**src/rtl/spi_flash_boot_loader_pkg.sv**
```systemverilog
// Shared types and constants for the SPI flash boot loader.
package boot_loader_pkg;

    typedef enum logic [2:0] {
        ST_IDLE,
        ST_CMD,
        ST_RX,
        ST_WB,
        ST_DONE,
        ST_ERR
    } state_e;

    localparam logic [7:0] READ_CMD_DEFAULT = 8'h03;

    // SPI mode 0: SCLK idles low, data sampled on the rising edge.
    localparam int SPI_MODE = 0;

    // Append one flash byte to a big-endian word.
    function automatic logic [31:0] push_byte(input logic [31:0] word, input logic [7:0] b);
        return {word[23:0], b};
    endfunction

endpackage

```
**src/rtl/spi_flash_boot_loader_spi_shift_engine.sv**
```systemverilog
// SPI shift engine: SCLK divider plus 8/32-bit transmit and 8-bit receive shift
// registers. One transfer per start pulse; done pulses after the final SCLK
// falling edge, leaving SCLK parked at its idle level.
module spi_shift_engine
    import boot_loader_pkg::*;
#(
    parameter int unsigned CLK_DIV = 2
) (
    input  logic        clk,
    input  logic        rst_n,
    input  logic        start_i,
    input  logic        wide_i,
    input  logic [31:0] tx_i,
    input  logic        miso_i,
    output logic        busy_o,
    output logic        done_o,
    output logic [7:0]  rx_o,
    output logic        sclk_o,
    output logic        mosi_o
);

    localparam logic        SCLK_IDLE = (SPI_MODE >= 2) ? 1'b1 : 1'b0;
    localparam int unsigned DIV_LAST  = (CLK_DIV > 0) ? CLK_DIV - 1 : 0;
    localparam logic [15:0] DIV_TERM  = 16'(DIV_LAST);

    logic        busy_q, busy_d;
    logic        done_q, done_d;
    logic [15:0] div_q, div_d;
    logic        sclk_q, sclk_d;
    logic [31:0] sh_q, sh_d;
    logic [7:0]  rx_q, rx_d;
    logic [5:0]  bits_q, bits_d;
    logic [5:0]  last_q, last_d;

    // Next-state: load on start, toggle SCLK at each divider terminal count,
    // sample on the leading edge and shift out on the trailing edge.
    always_comb begin
        busy_d = busy_q;
        done_d = 1'b0;
        div_d  = div_q;
        sclk_d = sclk_q;
        sh_d   = sh_q;
        rx_d   = rx_q;
        bits_d = bits_q;
        last_d = last_q;
        if (!busy_q) begin
            if (start_i) begin
                busy_d = 1'b1;
                div_d  = '0;
                sclk_d = SCLK_IDLE;
                sh_d   = tx_i;
                bits_d = '0;
                last_d = wide_i ? 6'd31 : 6'd7;
            end
        end else if (div_q == DIV_TERM) begin
            div_d  = '0;
            sclk_d = ~sclk_q;
            if (sclk_q == SCLK_IDLE) begin
                rx_d = {rx_q[6:0], miso_i};
            end else begin
                sh_d   = {sh_q[30:0], 1'b0};
                bits_d = bits_q + 6'd1;
                if (bits_q == last_q) begin
                    busy_d = 1'b0;
                    done_d = 1'b1;
                end
            end
        end else begin
            div_d = div_q + 16'd1;
        end
    end

    // State registers with asynchronous reset to the idle bus levels.
    always_ff @(posedge clk or negedge rst_n) begin
        if (!rst_n) begin
            busy_q <= 1'b0;
            done_q <= 1'b0;
            div_q  <= '0;
            sclk_q <= SCLK_IDLE;
            sh_q   <= '0;
            rx_q   <= '0;
            bits_q <= '0;
            last_q <= '0;
        end else begin
            busy_q <= busy_d;
            done_q <= done_d;
            div_q  <= div_d;
            sclk_q <= sclk_d;
            sh_q   <= sh_d;
            rx_q   <= rx_d;
            bits_q <= bits_d;
            last_q <= last_d;
        end
    end

    assign busy_o = busy_q;
    assign done_o = done_q;
    assign rx_o   = rx_q;
    assign sclk_o = sclk_q;
    assign mosi_o = sh_q[31];

endmodule

```
**src/rtl/spi_flash_boot_loader.sv**
```systemverilog
// Boot loader: reads a length-prefixed firmware image from SPI flash and
// writes it word-by-word to RAM over Wishbone, holding the CPU in reset
// until the image is in place.
module spi_flash_boot_loader
    import boot_loader_pkg::*;
#(
    parameter int unsigned CLK_DIV       = 2,
    parameter logic [23:0] FLASH_ADDR    = 24'h000000,
    parameter int unsigned MEM_ADR_WIDTH = 13,
    parameter logic [7:0]  READ_CMD      = READ_CMD_DEFAULT
) (
    input  logic        clk,
    input  logic        rst_n,
    input  logic        boot_en,
    output logic        spi_sclk_o,
    output logic [1:0]  spi_ss_o,
    output logic        spi_mosi_o,
    input  logic        spi_miso_i,
    output logic [31:0] wb_adr_o,
    output logic [31:0] wb_dat_o,
    output logic [3:0]  wb_sel_o,
    output logic        wb_we_o,
    output logic        wb_cyc_o,
    output logic        wb_stb_o,
    input  logic        wb_ack_i,
    input  logic        wb_err_i,
    output logic        cpu_rst_o,
    output logic        done_o,
    output logic        error_o
);

    // RAM capacity in bytes, one bit wider so the comparison cannot overflow.
    localparam logic [32:0] CAP_BYTES = 33'(4) << MEM_ADR_WIDTH;

    state_e                     state_q, state_d;
    logic [31:0]                word_q, word_d;
    logic [31:0]                bcnt_q, bcnt_d;
    logic [31:0]                len_q, len_d;
    logic                       big_q, big_d;
    logic [MEM_ADR_WIDTH-1:0]   widx_q, widx_d;

    logic        eng_start, eng_wide, eng_busy, eng_done;
    logic [31:0] eng_tx;
    logic [7:0]  eng_rx;
    logic [31:0] len_raw;
    logic        pad_byte;
    logic        read_over;
    logic        ss_flash;

    spi_shift_engine #(
        .CLK_DIV (CLK_DIV)
    ) u_shift (
        .clk     (clk),
        .rst_n   (rst_n),
        .start_i (eng_start),
        .wide_i  (eng_wide),
        .tx_i    (eng_tx),
        .miso_i  (spi_miso_i),
        .busy_o  (eng_busy),
        .done_o  (eng_done),
        .rx_o    (eng_rx),
        .sclk_o  (spi_sclk_o),
        .mosi_o  (spi_mosi_o)
    );

    // Length word as it would look once the current byte is appended.
    assign len_raw   = push_byte(word_q, eng_rx);
    // Bytes past the image end are replaced by zero in the final word.
    assign pad_byte  = (bcnt_q >= 32'd4) && (bcnt_q >= len_q);
    // No more flash data will be needed once this word is written.
    assign read_over = big_q || (bcnt_q >= len_q);

    // State register.
    always_ff @(posedge clk or negedge rst_n) begin
        if (!rst_n) begin
            state_q <= ST_IDLE;
        end else begin
            state_q <= state_d;
        end
    end

    // Next-state logic.
    always_comb begin
        state_d = state_q;
        case (state_q)
            ST_IDLE: if (boot_en) state_d = ST_CMD;
            ST_CMD:  if (eng_done) state_d = ST_RX;
            ST_RX:   if (eng_done && (bcnt_q[1:0] == 2'd3)) state_d = ST_WB;
            ST_WB: begin
                if (wb_err_i) begin
                    state_d = ST_ERR;
                end else if (wb_ack_i) begin
                    if (big_q)                 state_d = ST_ERR;
                    else if (bcnt_q >= len_q)  state_d = ST_DONE;
                    else                       state_d = ST_RX;
                end
            end
            ST_DONE: state_d = ST_DONE;
            ST_ERR:  state_d = ST_ERR;
            default: state_d = ST_IDLE;
        endcase
    end

    // Output logic: bus and SPI controls decoded from the current state.
    always_comb begin
        ss_flash  = 1'b1;
        wb_cyc_o  = 1'b0;
        wb_adr_o  = '0;
        wb_dat_o  = '0;
        cpu_rst_o = 1'b1;
        done_o    = 1'b0;
        error_o   = 1'b0;
        eng_start = 1'b0;
        eng_wide  = 1'b0;
        eng_tx    = '0;
        case (state_q)
            ST_IDLE: begin
                eng_start = boot_en;
                eng_wide  = 1'b1;
                eng_tx    = {READ_CMD, FLASH_ADDR};
            end
            ST_CMD: ss_flash = 1'b0;
            ST_RX: begin
                ss_flash  = 1'b0;
                eng_start = !eng_busy && !eng_done;
            end
            ST_WB: begin
                ss_flash = read_over;
                wb_cyc_o = 1'b1;
                wb_adr_o = {{(30 - MEM_ADR_WIDTH){1'b0}}, widx_q, 2'b00};
                wb_dat_o = word_q;
            end
            ST_DONE: begin
                done_o    = 1'b1;
                cpu_rst_o = 1'b0;
            end
            ST_ERR:  error_o = 1'b1;
            default: ;
        endcase
    end

    assign wb_stb_o = wb_cyc_o;
    assign wb_we_o  = wb_cyc_o;
    assign wb_sel_o = 4'hF;
    assign spi_ss_o = {1'b1, ss_flash};

    // Datapath next-state: byte packing, length capture and word index.
    always_comb begin
        word_d = word_q;
        bcnt_d = bcnt_q;
        len_d  = len_q;
        big_d  = big_q;
        widx_d = widx_q;
        if ((state_q == ST_RX) && eng_done) begin
            word_d = push_byte(word_q, pad_byte ? 8'h00 : eng_rx);
            bcnt_d = bcnt_q + 32'd1;
            if (bcnt_q == 32'd3) begin
                len_d = (len_raw < 32'd4) ? 32'd4 : len_raw;
                big_d = ({1'b0, len_raw} > CAP_BYTES);
            end
        end
        if ((state_q == ST_WB) && wb_ack_i && !wb_err_i) begin
            widx_d = widx_q + 1'b1;
        end
    end

    // Datapath registers.
    always_ff @(posedge clk or negedge rst_n) begin
        if (!rst_n) begin
            word_q <= '0;
            bcnt_q <= '0;
            len_q  <= '0;
            big_q  <= 1'b0;
            widx_q <= '0;
        end else begin
            word_q <= word_d;
            bcnt_q <= bcnt_d;
            len_q  <= len_d;
            big_q  <= big_d;
            widx_q <= widx_d;
        end
    end

endmodule

```
**config.mk**
```make
export PLATFORM = sky130hd
export DESIGN_NAME = spi_flash_boot_loader
export DESIGN_NICKNAME = d
export VERILOG_FILES = /design/src/rtl/spi_flash_boot_loader_pkg.sv /design/src/rtl/spi_flash_boot_loader_spi_shift_engine.sv /design/src/rtl/spi_flash_boot_loader.sv
export SDC_FILE = /design/constraint.sdc
export NUM_CORES = 1
export LEC_CHECK = 0
export BUFFER_PORTS_ARGS = -buffer_cell sky130_fd_sc_hd__buf_2
export CORE_ASPECT_RATIO = 0.75
export CORE_MARGIN = 1
export CORE_UTILIZATION = 30
export DETAILED_ROUTE_END_ITERATION = 6
export PLACE_DENSITY = 0.55
export SLEW_MARGIN = 20
export SYNTH_ARGS = -nofsm -noshare
export SYNTH_HDL_FRONTEND = slang
export SYNTH_SLANG_ARGS = --single-unit
```
**constraint.sdc**
```tcl
create_clock -name clk -period 7.2 [get_ports clk]
set_input_delay 1.8 -clock clk [delete_from_list [all_inputs] [get_ports clk]]
set_output_delay 1.8 -clock clk [all_outputs]
set_load 0.05 [all_outputs]
```
# --- Yosys cells after proc, flatten, opt, wreduce, memory -nomap -nowiden ---
# Index checks and enable logic that the tools add are counted.
word_totals:
  out_inout_bits: 78
  inputBits: 6
  reg_bits: 184
  wordCells: 102
op_classes:
  n_addsub: 4
  n_mux: 44
  bitwise_logic: 2
  eq_ne: 15
  order_cmp: 4
  n_reduce_logical: 19
op_table:
  columns: ["cell", "count"]
  rows:
  - ["two-way mux 32 bit", 6]
  - ["two-way mux 16 bit", 3]
  - ["adder 32 x 1 -> 32 bit, second input constant", 1]
  - ["equality test 32 x 2 -> 1 bit, second input constant", 1]
  - ["greater-or-equal comparator 32 x 3 -> 1 bit, second input constant", 1]
  - ["greater-or-equal comparator 32 bit", 1]
  - ["> comparator 32 x 16 -> 1 bit, second input constant", 1]
  - ["less-than comparator 32 x 3 -> 1 bit, second input constant", 1]
  - ["two-way mux 26 bit", 1]
  - ["two-way mux 6 bit", 4]
  - ["two-way mux 3 bit", 7]
  - ["one-hot mux 3 bit (6 select lines)", 1]
  - ["two-way mux 1 bit", 17]
  - ["adder 16 x 1 -> 16 bit, second input constant", 1]
  - ["equality test 16 x 1 -> 1 bit, second input constant", 1]
  - ["two-way mux 15 bit", 1]
  - ["adder 13 x 1 -> 13 bit, second input constant", 1]
  - ["two-way mux 8 bit", 1]
  - ["inequality test 2 bit, second input constant", 4]
  - ["adder 6 x 1 -> 6 bit, second input constant", 1]
  - ["equality test 3 x 2 -> 1 bit, second input constant", 2]
  - ["equality test 3 bit, second input constant", 2]
  - ["equality test 6 bit", 1]
  - ["logical AND 1 bit", 6]
  - ["other kinds (15)", 22]

# --- Logic depth before layout (Yosys ltp) ---
# Gate-level depths: netlist of run 1.
depth:
  ltp_word: 6
  ltp_mapped: 10
  ltp_nobuf: 8

# --- Modules after synthesis ---
# A second synthesis of run 1 with hierarchy kept.
hier_totals:
  hier_cells: 954
  hier_area_um2: 9425.3
by_module_without_submodules:
  columns: ["mod", "seq_area_each_um2", "area_each_um2", "cells_each", "n_inst"]
  rows:
  - ["spi_flash_boot_loader", 2827.7, 6084.6, 650, 1]
  - ["spi_shift_engine", 1676.6, 3340.7, 304, 1]

# --- Least setup slack after synthesis of run 1 ---
# OpenSTA, ideal clock, no wires.
synth_path:
  kind: "register to output"
  startpoint: "register bcnt_q[6]"
  endpoint: "output port spi_ss_o[0]"
  setup_slack_ps: 3461
  t_arrival_ps: 1939
  path_buffers: 1
  path_stages_with_launch: 9
  t_required_ps: 5400
  cell_sequence: "dfrtp_1 > ha_1 > and4_1 > o21ai_0 > o221ai_1 > a21oi_1 > or2_2 > a32oi_1 > buf_4"
synth_via:
  elab_chain_cells: 3
synth_rtl:
  columns: ["element", "line_no", "rtl"]
  rows:
  - ["start, declared", "spi_flash_boot_loader.sv:37", "logic [31:0] bcnt_q, bcnt_d;"]
  - ["start signal, assigned", "spi_flash_boot_loader.sv:177", "bcnt_q <= bcnt_d;"]
  - ["greater-or-equal comparator 32 bit", "spi_flash_boot_loader.sv:71", "assign read_over = big_q || (bcnt_q >= len_q);"]
  - ["logical OR 1 bit", "spi_flash_boot_loader.sv:71", null]
  - ["one-hot mux 1 bit (2 select lines)", "spi_flash_boot_loader.sv:116", "case (state_q)"]
  - ["end, declared", "spi_flash_boot_loader.sv:16", "output logic [1:0] spi_ss_o,"]
# Every way passes these cells.

# --- Worst setup path after layout of run 1 ---
layout_path:
  startpoint: "register bcnt_q[7]"
  endpoint: "output port spi_ss_o[0]"
# The elaborated chain is that of the path after synthesis.

==> out/results.ini, run 1 <==
[drt]
num_vias=5962
wl_mm=19.0
via_per_inst=4.79
wl_per_cell_um=15.2
first_pass_iters=7
routed.top_layer=met4
drc=16
dr_wl_met2_mm=8.07
m1WireLength_mm=10.0
ant_nets=0
drt_iter0_drc=420
wl_met3_um=762

[grt]
antenna_found_initial=0
grt_pass1_wl_mm=31.2
overflow=0
grt_max_degree=99
first_global_vias=5620
grt_usage_pct=14.2

[sta]
clock.fmax_ghz=0.221
tns_ns=0
worst_pin_slew_ns=0.916
slew_headroom_pct=38.9
rsz0062_at_grt=no
min_period_ns=4.53
slew_violations=0
fin_skew_ns=0.0124
finalSetupViolCount=0
setup_ws_ns=2.67
post-route-period-util_pct=62.9
hold_viol=0

[cts]
cts.sink_count=156
insertion_delay_ns=0.43
clockBufferDepth=2
post-cts-setup-buffers=0
cts_inserted_buffers=17
post_cts_resized=0
hold_buffers=0
path_clk_slew_ns=0.07
clockRootBuffer=clkbuf_16
cts_tree=done
htree_levels=4

[cells_and_area]
drive_gt1_share_pct=14.1
final_cells=1245
fin_nets=932
area_growth_pct=13.2
antenna_cells=0

[critical_path]
cp_max_fo=6
worstSetupEndpointType=output pin
worst_path_max_delay_cell=dfrtp_1
start_kind=flip-flop
path_cells=ha_1, and4_1, o21ai_0, o221ai_1, a21oi_1, or2_2, a32oi_1, buf_2
cp.required_ns=5.40
cp_num_buf_inv=1
path_class=reg2out
arrival_ns=2.73
cpPeakStageDelay_ns=0.45
cp_top_family=compound AO/OA/AOI/OAI gates
ff2ff_path_depth=7
path_depth=8

[floorplan]
initial_core_util_pct=31.0
std_cell_rows=51
fp.dieArea_um2=27900
die_h_um=145
die_width_um=193
core_region_area_um2=26400
num_io_pins=84

[run]
drv_cap=0

[power]
pwr-share-comb_pct=2.9
pwr-share-clk_pct=49.4
swShare_pct=23.7
power_frac_seq_pct=47.8
p_int_uw=1420
p_per_area_nw_per_um2=201
irDropWorstVdd_mv=0.175
switching_power_uw=443
p_leak_uw=0.00452

[synth]
synth_area_um2=8170
ys_ff_latch=156
yosysUniqueCellTypes=63
async_flop_share_pct=100
synth_cells=841
yosys-top-cells-count=dfrtp_1, nand2_1, and2_1, inv_1, nor2_1
synth.area.top_cells=dfrtp_1, nand2_1, ha_1
ys.flop_type=dfrtp_1
yosys.area.top_type=dfrtp_1
synth.yosys.seq_area_share_pct=47.8
avgSynthCellArea_um2=9.72
synth_edf_count=0
synth_warnings=0
synth_most_common_cell=dfrtp_1
synth_top_area_share_pct=47.8

[placed_design]
placed_cells=1213
preCtsSetupSlack_ns=3.10
hpwl_mm=12.9
place_congestion=0.818
io_buffers=59

[worst_hold_path]
worstHoldPathCells=2
min_path_type=reg2reg

[status]
status=finished with violations
violations=design-rule violations

## per-layer routing
layer  up-vias  GRT usage (%)
met5         -              0
met4         0           2.83
met2       105           20.0
met3        13           2.90
li1       2949              -
met1      2895           22.0
## worst min-delay path: stages, from the launching register on
cell and delay (ns):
dfrtp_1 0.34, nand2_1 0.05, nand2_1 0.05
## final cells by class
cell class / count / area, um2
Clock buffer: 21 / 460
Clock inverter: 11 / 134
Fill cell: 2672 / 17100
Inverter: 42 / 158
Multi-Input combinational cell: 606 / 3820
Sequential cell: 156 / 3900
Tap cell: 344 / 430
Timing Repair Buffer: 65 / 347
## through the flow
step	cell area, um2	power, uW	hold slack, ns	utilization, %
after global routing	9250	1920	0.491	35.1
after global placement	8660	962	0.452	32.9
final	9250	1860	0.467	35.1
after floorplan	8260	945	0.438	-
after detailed placement	8660	961	0.456	32.9
after CTS	9250	1880	0.471	35.1
## cells by family (layout without fill, tap and decap cells)
logic type,after synthesis,in the layout,share of synthesized area [%]
simple gates,360,360,22.5
flops,156,156,47.8
compound gates,123,123,10.4
buf+inv,101,139,6.52
xor+xnor,50,50,5.45
fa+ha+maj,38,38,5.82
mux,11,11,1.52
other cells,2,24,0.0919
## path summary, 6_finish.rpt
check                           slack (ns)                to        from
min in group asynchronous             1.45        word_q[28]       rst_n
worst max register to register        3.98         len_q[29]  bcnt_q[30]
worst min-delay path                  0.47        word_q[28]  word_q[28]
worst min register to register        0.47        word_q[28]  word_q[28]
worst max-delay path                  2.67       spi_ss_o[0]   bcnt_q[7]
max in group asynchronous             4.35  u_shift.sh_q[27]       rst_n
## cell usage in the layout, fill, tap and decap left out, types with 6 or more instances in the layout
| master | netlist | routed |
|---|---|---|
| mux2_2 | 11 | 11 |
| xor2_1 | 14 | 14 |
| nand2_1 | 139 | 139 |
| a22o_1 | 30 | 30 |
| and3_1 | 24 | 24 |
| a221o_1 | 7 | 7 |
| and2_1 | 46 | 46 |
| o21ai_0 | 32 | 32 |
| nand4_1 | 17 | 17 |
| inv_1 | 42 | 42 |
| a21oi_1 | 19 | 19 |
| dfrtp_1 | 156 | 156 |
| nor2_1 | 39 | 39 |
| nor3_1 | 9 | 9 |
| buf_4 | 31 | 6 |
| ha_1 | 38 | 38 |
| xnor2_1 | 35 | 35 |
| clkbuf_16 | 0 | 17 |
| nand3_1 | 32 | 32 |
| nor4_1 | 20 | 20 |
| conb_1 | 2 | 24 |
| o21ai_1 | 7 | 7 |
| buf_2 | 12 | 58 |
## state kept, by name, indices dropped and copies added, names as in the netlist
name and count:
widx_q 13, u_shift.rx_o 8, u_shift.busy_o 1, state_q 3, len_q 32, u_shift.sclk_o 1, big_q 1, u_shift.div_q 16
word_q 32, u_shift.done_o 1, u_shift.sh_q 8, u_shift.last_q 2, bcnt_q 32, u_shift.bits_q 6
## power by group through the flow
stage,sequential [uW],combinational (uW),clock (uW)
after CTS,890,54.8,938
final,891,53.2,920
after global routing,891,58.9,975
after floorplan,902,43.3,0
after global placement,907,54.8,0
after detailed placement,907,54.6,0
Note: power is estimated with default switching activity, not from simulation.
==> run 2: changes to the inputs <==
==> constraint.sdc (replaced) <==
create_clock -name clk -period 4.7 [get_ports clk]
set_input_delay 1.175 -clock clk [delete_from_list [all_inputs] [get_ports clk]]
set_output_delay 1.175 -clock clk [all_outputs]
set_load 0.05 [all_outputs]
==> out/results.ini, run 2 (same netlist as run 1, synthesis figures left out) <==
[power]
swShare_pct=22.2
p_per_area_nw_per_um2=320
p_leak_uw=0.00457
p_int_uw=2320
switching_power_uw=663
power_frac_seq_pct=45.7
irDropWorstVdd_mv=0.224
pwr-share-comb_pct=2.8
pwr-share-clk_pct=51.5

[critical_path]
cp_num_buf_inv=1
cp_top_family=simple AND/OR/NAND/NOR gates
start_kind=flip-flop
worst_path_max_delay_cell=dfrtp_1
cp.required_ns=3.52
cpPeakStageDelay_ns=0.43
worstSetupEndpointType=output pin
cp_max_fo=5
path_cells=ha_1, nand4_1, nor4_1, nand2_1, or2_2, a32oi_1, buf_2
arrival_ns=2.70
path_class=reg2out

[cts]
post-cts-setup-buffers=0
path_clk_slew_ns=0.06
clockBufferDepth=2
cts.sink_count=156
insertion_delay_ns=0.43
htree_levels=4
cts_tree=done
post_cts_resized=0
clockRootBuffer=clkbuf_16
hold_buffers=0
cts_inserted_buffers=17

[sta]
hold_viol=0
worst_pin_slew_ns=0.792
slew_violations=0
tns_ns=0
slew_headroom_pct=47.2
min_period_ns=3.88
rsz0062_at_grt=no
clock.fmax_ghz=0.258
post-route-period-util_pct=82.5
fin_skew_ns=0.0105
finalSetupViolCount=0

[cells_and_area]
drive_gt1_share_pct=14.5
top_regs=bcnt_q x32, len_q x32, word_q x32
multi_input_area_um2=3820
fin_nets=935
final_cells=1248
area_growth_pct=14.2
layout.cells.most_common=dfrtp_1
seqCellArea_um2=3900
antenna_cells=0
fill_cells=2640
layout_common_cells=dfrtp_1, nand2_1, buf_2, and2_1, inv_1

[grt]
antenna_found_initial=0
grt_max_degree=82
first_global_vias=5717
grt_usage_pct=14.1
grt_pass1_wl_mm=31.0
overflow=0

[drt]
wl_per_cell_um=15.1
ant_nets=0
num_vias=5966
via_per_inst=4.78
drt_iter0_drc=342
wl_mm=18.9
drc=16
first_pass_iters=7

[run]
drv_cap=0

[floorplan]
die_width_um=193
num_io_pins=84
fp.dieArea_um2=27900
die_h_um=145
core_region_area_um2=26400
initial_core_util_pct=31.0
std_cell_rows=51

[status]
status=finished with violations
violations=design-rule violations

[placed_design]
place_congestion=0.800
placed_cells=1216
io_buffers=59
hpwl_mm=12.9

[worst_hold_path]
min_path_type=reg2reg

-- run 2: power groups by stage --
| stage | registers [uW] | clock network, uW | logic, uW |
|---|---|---|---|
| finish | 1360 | 1540 | 82.7 |
| global route | 1360 | 1620 | 90.9 |
| CTS | 1360 | 1570 | 85.0 |
| detailed placement | 1390 | 0 | 84.8 |
| global placement | 1390 | 0 | 84.9 |
| floorplan | 1380 | 0 | 66.4 |
-- run 2: path summary, 6_finish.rpt --
check	start	end	slack [ns]	depth (start not counted)
hold / removal	widx_q[12]	widx_q[12]	0.47	1
max in group asynchronous	rst_n	bcnt_q[9]	2.95	2
setup reg to reg	bcnt_q[3]	len_q[29]	2.03	7
hold reg to reg	widx_q[12]	widx_q[12]	0.47	1
setup / recovery	bcnt_q[27]	spi_ss_o[0]	0.82	7
min in group asynchronous	rst_n	word_q[28]	0.74	1
-- run 2: per-stage QoR --
step	worst slack (ns)	total power (uW)	instance area [um2]	hold WS, ns	util (%)
3_3_place_gp	1.28	1470	8680	0.451	32.9
6_report	0.824	2980	9340	0.466	35.4
3_5_place_dp	1.25	1470	8680	0.456	32.9
4_1_cts	0.793	3020	9340	0.470	35.4
5_1_grt	0.646	3080	9340	0.488	35.4
2_1_floorplan	1.59	1450	8260	0.438	-
-- run 2: area by class of cell --
type                            instances  share of cell area, %
Clock buffer                           19                   4.74
Clock inverter                         13                   2.29
Inverter                               42                   1.69
Multi-Input combinational cell        606                   40.9
Sequential cell                       156                   41.8
Tap cell                              344                   4.61
Timing Repair Buffer                   68                   3.95
-- run 2: routing by layer --
| metal | track usage [%] | vias to the layer above | part of all wire (%) |
|---|---|---|---|
| li1 | - | 2957 | - |
| met4 | 3.07 | 0 | 0.61 |
| met5 | 0 | - | 0 |
| met1 | 21.7 | 2888 | 53 |
| met3 | 3.02 | 13 | 3.8 |
| met2 | 20.0 | 108 | 42 |
